<file path="src/rtl/rv32_types_pkg.sv">
// Shared RV32 types: data word, memory op encodings and MEM-stage state.
// Small predicates on mem_op_t used by both the stage and its aligner.
package rv32_types;

    typedef logic [31:0] rv32_word;

    typedef enum logic [3:0] {
        MEM_NONE = 4'd0,
        MEM_LB   = 4'd1,
        MEM_LH   = 4'd2,
        MEM_LW   = 4'd3,
        MEM_LBU  = 4'd4,
        MEM_LHU  = 4'd5,
        MEM_SB   = 4'd6,
        MEM_SH   = 4'd7,
        MEM_SW   = 4'd8
    } mem_op_t;

    typedef enum logic {
        ST_IDLE = 1'b0,
        ST_WAIT = 1'b1
    } mem_state_t;

    function automatic logic is_store(input mem_op_t op);
        return (op == MEM_SB) || (op == MEM_SH) || (op == MEM_SW);
    endfunction

    function automatic logic is_mem(input mem_op_t op);
        return op != MEM_NONE;
    endfunction

endpackage

</file>
<file path="src/rtl/rv32_mem_align.sv">
// Store lane steering, misalignment detection and load extraction.
// Purely combinational; store side sees the EX op, load side the held op.
module rv32_mem_align
    import rv32_types::*;
(
    input  mem_op_t    st_op,
    input  logic [1:0] st_off,
    input  rv32_word   st_data,
    output logic [3:0] st_be,
    output rv32_word   st_wdata,
    output logic       st_misalign,
    input  mem_op_t    ld_op,
    input  logic [1:0] ld_off,
    input  rv32_word   ld_rdata,
    output rv32_word   ld_data
);

    rv32_word    shifted;
    logic [15:0] half;

    always_comb begin
        st_be       = 4'b0000;
        st_wdata    = st_data;
        st_misalign = 1'b0;
        unique case (st_op)
            MEM_SB: begin
                st_be    = 4'b0001 << st_off;
                st_wdata = {4{st_data[7:0]}};
            end
            MEM_SH: begin
                st_be       = st_off[1] ? 4'b1100 : 4'b0011;
                st_wdata    = {2{st_data[15:0]}};
                st_misalign = st_off[0];
            end
            MEM_SW: begin
                st_be       = 4'b1111;
                st_misalign = st_off != 2'b00;
            end
            MEM_LH, MEM_LHU: st_misalign = st_off[0];
            MEM_LW:          st_misalign = st_off != 2'b00;
            default: ;
        endcase
    end

    assign shifted = ld_rdata >> {ld_off, 3'b000};
    assign half    = ld_off[1] ? ld_rdata[31:16] : ld_rdata[15:0];

    always_comb begin
        ld_data = ld_rdata;
        unique case (ld_op)
            MEM_LB:  ld_data = {{24{shifted[7]}}, shifted[7:0]};
            MEM_LBU: ld_data = {24'h0, shifted[7:0]};
            MEM_LH:  ld_data = {{16{half[15]}}, half};
            MEM_LHU: ld_data = {16'h0, half};
            default: ;
        endcase
    end

endmodule

</file>
<file path="src/rtl/rv32_mem_stage.sv">
// RV32 memory stage: one outstanding data-bus access with ack timeout.
// Non-memory and misaligned instructions retire the cycle after acceptance.
module rv32_mem_stage
    import rv32_types::*;
#(
    parameter int ACK_TIMEOUT = 255
) (
    input  logic       clk,
    input  logic       rst,
    input  logic       ex_valid,
    output logic       ex_ready,
    input  rv32_word   ex_alu_result,
    input  rv32_word   ex_store_data,
    input  mem_op_t    ex_mem_op,
    input  logic [4:0] ex_rd,
    input  logic       ex_wb_en,
    output logic       dmem_req,
    output logic       dmem_we,
    output rv32_word   dmem_addr,
    output logic [3:0] dmem_be,
    output rv32_word   dmem_wdata,
    input  logic       dmem_ack,
    input  rv32_word   dmem_rdata,
    output logic       wb_valid,
    output logic [4:0] wb_rd,
    output logic       wb_en,
    output rv32_word   wb_data,
    output logic       wb_misalign,
    output logic       wb_bus_err
);

    localparam int CW = (ACK_TIMEOUT < 2) ? 1 : $clog2(ACK_TIMEOUT);
    localparam logic [CW-1:0] TMO_LAST = CW'(ACK_TIMEOUT - 1);

    mem_state_t    state_q, state_d;
    logic [CW-1:0] cnt_q, cnt_d;
    mem_op_t       op_q, op_d;
    logic [4:0]    rd_q, rd_d;
    logic          wben_q, wben_d;
    logic [1:0]    off_q, off_d;

    logic       req_d, we_d;
    rv32_word   addr_d, wdata_d;
    logic [3:0] be_d;
    logic       wbv_d, wben_o_d, mis_d, berr_d;
    logic [4:0] wbrd_d;
    rv32_word   wbdata_d;

    logic       accept, timeout, mis, go_wait;
    logic [3:0] st_be;
    rv32_word   st_wdata, ld_data;

    assign ex_ready = (state_q == ST_IDLE) && !rst;
    assign accept   = ex_valid && ex_ready;
    assign timeout  = cnt_q == TMO_LAST;
    assign go_wait  = accept && is_mem(ex_mem_op) && !mis;

    rv32_mem_align u_align (
        .st_op       (ex_mem_op),
        .st_off      (ex_alu_result[1:0]),
        .st_data     (ex_store_data),
        .st_be       (st_be),
        .st_wdata    (st_wdata),
        .st_misalign (mis),
        .ld_op       (op_q),
        .ld_off      (off_q),
        .ld_rdata    (dmem_rdata),
        .ld_data     (ld_data)
    );

    always_ff @(posedge clk or posedge rst) begin
        if (rst) state_q <= ST_IDLE;
        else     state_q <= state_d;
    end

    always_comb begin
        state_d = state_q;
        unique case (state_q)
            ST_IDLE: if (go_wait) state_d = ST_WAIT;
            ST_WAIT: if (dmem_ack || timeout) state_d = ST_IDLE;
            default: state_d = ST_IDLE;
        endcase
    end

    always_comb begin
        cnt_d    = cnt_q;
        op_d     = op_q;
        rd_d     = rd_q;
        wben_d   = wben_q;
        off_d    = off_q;
        req_d    = dmem_req;
        we_d     = dmem_we;
        addr_d   = dmem_addr;
        be_d     = dmem_be;
        wdata_d  = dmem_wdata;
        wbv_d    = 1'b0;
        wben_o_d = 1'b0;
        mis_d    = 1'b0;
        berr_d   = 1'b0;
        wbrd_d   = wb_rd;
        wbdata_d = wb_data;
        if (accept) begin
            op_d   = ex_mem_op;
            rd_d   = ex_rd;
            wben_d = ex_wb_en;
            off_d  = ex_alu_result[1:0];
            if (!is_mem(ex_mem_op)) begin
                wbv_d    = 1'b1;
                wben_o_d = ex_wb_en;
                wbrd_d   = ex_rd;
                wbdata_d = ex_alu_result;
            end else if (mis) begin
                wbv_d    = 1'b1;
                mis_d    = 1'b1;
                wbrd_d   = ex_rd;
                wbdata_d = ex_alu_result;
            end else begin
                cnt_d   = '0;
                req_d   = 1'b1;
                we_d    = is_store(ex_mem_op);
                addr_d  = {ex_alu_result[31:2], 2'b00};
                be_d    = st_be;
                wdata_d = st_wdata;
            end
        end
        if (state_q == ST_WAIT) begin
            // An ack wins over a timeout landing in the same cycle.
            if (dmem_ack) begin
                req_d    = 1'b0;
                wbv_d    = 1'b1;
                wbrd_d   = rd_q;
                wben_o_d = !is_store(op_q) && wben_q;
                if (!is_store(op_q)) wbdata_d = ld_data;
            end else if (timeout) begin
                req_d  = 1'b0;
                wbv_d  = 1'b1;
                berr_d = 1'b1;
                wbrd_d = rd_q;
            end else begin
                cnt_d = cnt_q + CW'(1);
            end
        end
    end

    always_ff @(posedge clk or posedge rst) begin
        if (rst) begin
            cnt_q       <= '0;
            op_q        <= MEM_NONE;
            rd_q        <= '0;
            wben_q      <= 1'b0;
            off_q       <= '0;
            dmem_req    <= 1'b0;
            dmem_we     <= 1'b0;
            dmem_addr   <= '0;
            dmem_be     <= '0;
            dmem_wdata  <= '0;
            wb_valid    <= 1'b0;
            wb_en       <= 1'b0;
            wb_misalign <= 1'b0;
            wb_bus_err  <= 1'b0;
            wb_rd       <= '0;
            wb_data     <= '0;
        end else begin
            cnt_q       <= cnt_d;
            op_q        <= op_d;
            rd_q        <= rd_d;
            wben_q      <= wben_d;
            off_q       <= off_d;
            dmem_req    <= req_d;
            dmem_we     <= we_d;
            dmem_addr   <= addr_d;
            dmem_be     <= be_d;
            dmem_wdata  <= wdata_d;
            wb_valid    <= wbv_d;
            wb_en       <= wben_o_d;
            wb_misalign <= mis_d;
            wb_bus_err  <= berr_d;
            wb_rd       <= wbrd_d;
            wb_data     <= wbdata_d;
        end
    end

endmodule

</file>
<file path="config.mk">
export PLATFORM = sky130hd
export DESIGN_NAME = rv32_mem_stage
export DESIGN_NICKNAME = d
export VERILOG_FILES = /design/src/rtl/rv32_types_pkg.sv /design/src/rtl/rv32_mem_align.sv /design/src/rtl/rv32_mem_stage.sv
export SDC_FILE = /design/constraint.sdc
export NUM_CORES = 1
export LEC_CHECK = 0
export ABC_AREA = 1
export CAP_MARGIN = 20
export CORE_ASPECT_RATIO = 0.75
export CORE_MARGIN = 2
export CORE_UTILIZATION = 43
export DETAILED_ROUTE_END_ITERATION = 12
export GPL_ROUTABILITY_DRIVEN = 0
export PLACE_DENSITY = 0.89
export SYNTH_ARGS = -nofsm -noshare
export SYNTH_HDL_FRONTEND = slang
export SYNTH_SLANG_ARGS = --single-unit
export TNS_END_PERCENT = 5
</file>
<file path="constraint.sdc">
create_clock -name clk -period 4.4 [get_ports clk]
set_input_delay 0.88 -clock clk [delete_from_list [all_inputs] [get_ports clk]]
set_output_delay 0.88 -clock clk [all_outputs]
set_load 0.01 [all_outputs]
</file>
; ---- Word-level counts from Yosys, hierarchy flattened
; Index checks and enable logic that the tools add are counted.
[word_totals]
wordCells = 102
in_bits = 110
ff_bits = 130
output_inout_bits = 112
[op_classes]
muxes = 48
n_bitwise = 2
eq_ne = 14
addsub = 1
n_shift = 2
n_reduce_logical = 18
[op_table]
columns = operator, n
row1 = $mux 32, 6
row2 = $pmux 32 s4, 1
row3 = $pmux 32 s2, 1
row4 = $mux 8, 6
row5 = $shr 32x5->8, 1
row6 = $mux 5, 6
row7 = $eq 4x3->1 const B, 7
row8 = $mux 1, 23
row9 = $mux 16, 1
row10 = $eq 4x2->1 const B, 3
row11 = $pmux 4 s3, 1
row12 = $add 8x1->8 const B, 1
row13 = $eq 4x4->1 const B, 2
row14 = $eq 8x8->1 const B, 1
row15 = $logic_and 1x1->1, 5
row16 = $logic_or 1x1->1, 5
row17 = $eq 4x1->1 const B, 1
row18 = $mux 4, 1
row19 = $pmux 1 s2, 2
row20 = $reduce_bool 4->1, 1
row21 = $shl 1x2->4 const A, 1
row22 = $logic_not 1->1, 3
row23 = $reduce_and 3->1, 1
row24 = $reduce_or 3->1, 1
row25 = other kinds (3), 4

; ---- Depth between registers and ports, before layout
[logic_depth]
word_depth = 9
mapped_depth = 12

; ---- Modules after synthesis
; From an unflattened synthesis, not the netlist that was laid out.
[unflattened]
cells_unflattened = 1045
hier_area_um2 = 7333.3
[by_module_without_submodules]
columns = mod, area_each_um2, cells_each, instances
row1 = rv32_mem_stage, 5791.8, 710, 1
row2 = rv32_mem_align, 1541.5, 335, 1

; ---- Worst setup path after synthesis
; Ideal clock, no wire load.
[synth_timing]
path_type = in2reg
startpoint = in rst
endpoint = reg dmem_addr[12]
arrival_ns = 1.917
setup_ns = 0.116
stages = 8
n_path_buf = 2
setup_slack_ns = 2.366
required_ns = 4.284
cell_sequence = nor2_1 nand2_2 inv_2 nand4_4 buf_4 buf_2 nand2_1 nand2_1
[synth_via]
elab_chain_cells = 4
[synth_rtl]
columns = element, line_no
row1 = "start, declared", rv32_mem_stage.sv:9  ; input logic rst,
row2 = $logic_not 1->1 (no line), n/a
row3 = $logic_and 1x1->1, rv32_mem_stage.sv:53  ; assign ex_ready = (state_q == ST_IDLE) && !rst;
row4 = $logic_and 1x1->1, rv32_mem_stage.sv:54  ; assign accept = ex_valid && ex_ready;
row5 = $reduce_and 3->1 (no line), n/a
row6 = "end signal, assigned", rv32_mem_stage.sv:171  ; dmem_addr <= addr_d;
row7 = "end, declared", rv32_mem_stage.sv:19  ; output rv32_word dmem_addr,
; Every way passes these cells.
; A chain may end at the register's enable or synchronous reset.

; ---- Final worst setup path
[layout_timing]
startpoint = in rst
endpoint = out ex_ready
[layout_via]
elab_chain_cells = 2
[layout_rtl]
columns = element, line_no
row1 = $logic_not 1->1 (no line), n/a
row2 = $logic_and 1x1->1, rv32_mem_stage.sv:53
row3 = "end, declared", rv32_mem_stage.sv:11  ; output logic ex_ready,
; Every way passes these cells.

==> summary.txt <==
Yosys
  – Library cells used by synthesis: 39
  – Post-Syn Area: 7020 sq um
  – Sequential area share after synthesis: 0.464
  – Syn. warnings: 0
  – Syn_area_per_cell: 7.33 sq um
  – Post-synthesis register bit count: 130
  – Gate Count Post-Synth: 957

Worst setup path
  – Slowest cell on crit path: clkdlybuf4s50_1
  – Crit end category: output port
  – Crit path arrival time: 2.16 ns
  – CP max FO: 2
  – Crit-path cells: clkdlybuf4s50_1 -> nor2_1 -> clkdlybuf4s50_1
  – Crit start category: primary input
  – Critical path required time: 3.52 ns
  – Most used cell, CP: clkdlybuf4s50_1
  – CP Class: primary input to output port
  – Slowest Stage Delay on Critical Path: 0.58 ns

Route
  – Pre-antenna DRT Iters: 5
  – Starting DRT DRC Count: 934
  – Antenna Violating Nets Remaining: 0
  – Drt wl/cell: 16.7 um
  – Vias per inst: 5.30
  – Via count: 7293
  – Wirelength, routed: 23000 um
  – DRC: 0

Clocking
  – Clock sinks: 130
  – H-tree depth: 4
  – Post-CTS Resized: 0
  – Post-CTS Hold Fix Bufs: 0
  – Clock root cell: clkbuf_16
  – CTS tree: built
  – Clk pin slew, worst setup/hold paths: 0.06 ns
  – Max Buffers Root-to-Sink: 2
  – Setup bufs post-CTS: 0
  – Worst skew pair latency: 0.42 ns
  – CTS buffer count: 17

Placement
  – Port bufs: 219
  – Placed cell count: 1344
  – DP HPWL: 16300 um
  – Setup WS pre-CTS: 1.08 ns

Timing
  – RSZ-0062 raised after global routing: no
  – Smallest hold slack: 0.476 ns
  – Setup slack after layout: 1.36 ns
  – Setup TNS: 0 ns
  – Setup Viol. Count Final: 0
  – Max Clock Freq: 329 MHz
  – Worst Tran Pin Value: 1.00 ns
  – Minimum clock period: 3.04 ns
  – Skew final: 0.00621 ns
  – Rel. slew slack: 0.330
  – Final hold violation count: 0
  – Period utilization: 0.692
  – Max Slew Vio Count: 0

Pwr
  – Leakage: 4.86 nW
  – Total power: 5.12 mW
  – Maximum vdd ir drop: 0.349 mV
  – PD cells: 521 nW/um^2

Global routing
  – Initial antenna violation count: 1
  – First-pass GRT wire length: 35500 um
  – Largest net degree at the start of global routing: 87
  – Congestion Overflow GR: 0
  – Gr usage total: 0.264
  – Number of global-route vias before repair: 6725

Floorplanning
  – Initial Utilization: 0.438
  – Number of I/O pins: 222
  – Die Area: 17400 sq um
  – FP Rows: 40
  – Die height: 115 um
  – Die X: 152 um
  – Core ar.: 16000 sq um

Job
  – Maxcap violations: 0

Layout
  – Share of cells above drive strength 1: 0.0583
  – Antenna Cells: 0
  – Post-Layout Cell Count: 1376
  – Layout net count: 1265
  – Area Growth Syn to Fin: 40.1%

Outcome
  – Outcome: complete, no violations

Min path
  – Hold Path Class: flip-flop to flip-flop
==> placed cells by master (no fill, tap or decap), types with 2 or more instances in the layout <==
master / netlist / layout
nand3_2: 4 / 4
a31oi_1: 4 / 4
nand4_1: 8 / 8
buf_4: 11 / 7
a21boi_1: 21 / 21
o22ai_1: 7 / 7
o21a_1: 2 / 2
nand2_1: 360 / 360
inv_2: 9 / 9
nor2_1: 106 / 106
a21oi_1: 32 / 32
a21boi_0: 3 / 3
clkinv_2: 0 / 3
ha_1: 2 / 2
dfrtp_1: 130 / 130
inv_6: 0 / 4
conb_1: 1 / 2
clkbuf_16: 0 / 17
clkdlybuf4s50_1: 0 / 219
clkinv_4: 0 / 3
nand2_2: 5 / 5
nand3_4: 2 / 2
inv_1: 66 / 65
nor2_2: 3 / 3
bufinv_16: 0 / 3
nand3_1: 60 / 60
o21ai_1: 5 / 5
o21ai_0: 57 / 57
o211ai_1: 8 / 8
==> report_power, final <==
group	switching [mW]	internal, mW	total, mW
clock	0.573	0.915	1.49
combinational	0.929	0.930	1.86
sequential	0.230	1.54	1.77
==> state kept, by name (all words and copies together), names as in the netlist <==
register     count
dmem_wdata      32
wb_valid         1
dmem_req         1
wb_en            1
dmem_be          4
state_q          1
wb_bus_err       1
cnt_q            8
wb_data         32
op_q             4
wb_misalign      1
off_q            2
rd_q             5
dmem_we          1
dmem_addr       30
wben_q           1
wb_rd            5
==> layout make-up <==
type / count / area (sq um)
inverters: 75 / 287
clock buffers: 18 / 439
flip-flops and latches: 130 / 3250
repair buffers: 226 / 2240
clock inverters: 14 / 176
fillers: 1352 / 6180
multi-input cells: 703 / 3170
well taps: 210 / 263
==> final timing paths <==
| check | cells past startpoint | end | slack, ns | startpoint |
|---|---|---|---|---|
| max | 3 | ex_ready | 1.36 | rst |
| min | 2 | dmem_addr[27] | 0.48 | dmem_addr[27] |
| max reg2reg | 9 | wb_data[15] | 2.04 | state_q |
| min reg2reg | 2 | dmem_addr[27] | 0.48 | dmem_addr[27] |
| max in group asynchronous | 3 | wb_data[2] | 2.56 | rst |
| min in group asynchronous | 2 | dmem_wdata[5] | 0.97 | rst |
==> layer usage <==
| layer | share of wire | GRT usage | up-vias |
|---|---|---|---|
| li1 | - | - | 3419 |
| met1 | 0.41 | 0.353 | 3393 |
| met2 | 0.44 | 0.405 | 403 |
| met3 | 0.11 | 0.0773 | 76 |
| met4 | 0.035 | 0.104 | 2 |
| met5 | 0.00052 | 0 | - |
==> critical path: cells and delay by family <==
kind	cells	cell delay (ns)
buffers and inverters	2	1.08
and+or+nand+nor	1	0.21
==> logic make-up after synthesis <==
kind of cell	after synthesis	synth area share
simple gates	555	0.328
mux	1	0.00143
compound gates	141	0.116
flops	130	0.464
other cells	1	0.000534
fa+ha+maj	2	0.00357
xor+xnor	2	0.00250
buf+inv	125	0.0851
==> synthesized netlist by cell type <==
| cell type | instances | area share |
|---|---|---|
| a21boi_0 | 3 | 0.0032 |
| a21boi_1 | 21 | 0.022 |
| a21oi_1 | 32 | 0.023 |
| a22oi_1 | 1 | 0.0011 |
| a31oi_1 | 4 | 0.0036 |
| and2_0 | 1 | 0.00089 |
| buf_1 | 2 | 0.0011 |
| buf_2 | 21 | 0.015 |
| buf_4 | 11 | 0.012 |
| buf_6 | 8 | 0.013 |
| clkbuf_1 | 8 | 0.0043 |
| conb_1 | 1 | 0.00053 |
| dfrtp_1 | 130 | 0.46 |
| ha_1 | 2 | 0.0036 |
| inv_1 | 66 | 0.035 |
| inv_2 | 9 | 0.0048 |
| mux2i_1 | 1 | 0.0014 |
| nand2_1 | 360 | 0.19 |
| nand2_2 | 5 | 0.0045 |
| nand2_4 | 1 | 0.0016 |
| nand3_1 | 60 | 0.043 |
| nand3_2 | 4 | 0.0057 |
| nand3_4 | 2 | 0.0050 |
| nand4_1 | 8 | 0.0071 |
| nand4_2 | 1 | 0.0018 |
| nand4_4 | 1 | 0.0030 |
| nor2_1 | 106 | 0.057 |
| nor2_2 | 3 | 0.0027 |
| nor2_4 | 1 | 0.0016 |
| nor3_1 | 1 | 0.00071 |
| nor3b_1 | 1 | 0.0011 |
| o211ai_1 | 8 | 0.0086 |
| o21a_1 | 2 | 0.0021 |
| o21ai_0 | 57 | 0.041 |
| o21ai_1 | 5 | 0.0036 |
| o21ai_2 | 1 | 0.0012 |
| o22ai_1 | 7 | 0.0062 |
| xnor2_1 | 1 | 0.0012 |
| xor2_1 | 1 | 0.0012 |
==> stage by stage <==
stage	instance area, sq um	utilization
2_1_floorplan	7020	-
3_3_place_gp	9220	0.576
3_5_place_dp	9220	0.576
4_1_cts	9830	0.614
5_1_grt	9830	0.614
6_report	9830	0.614
Note: power is estimated with default switching activity, not from simulation.
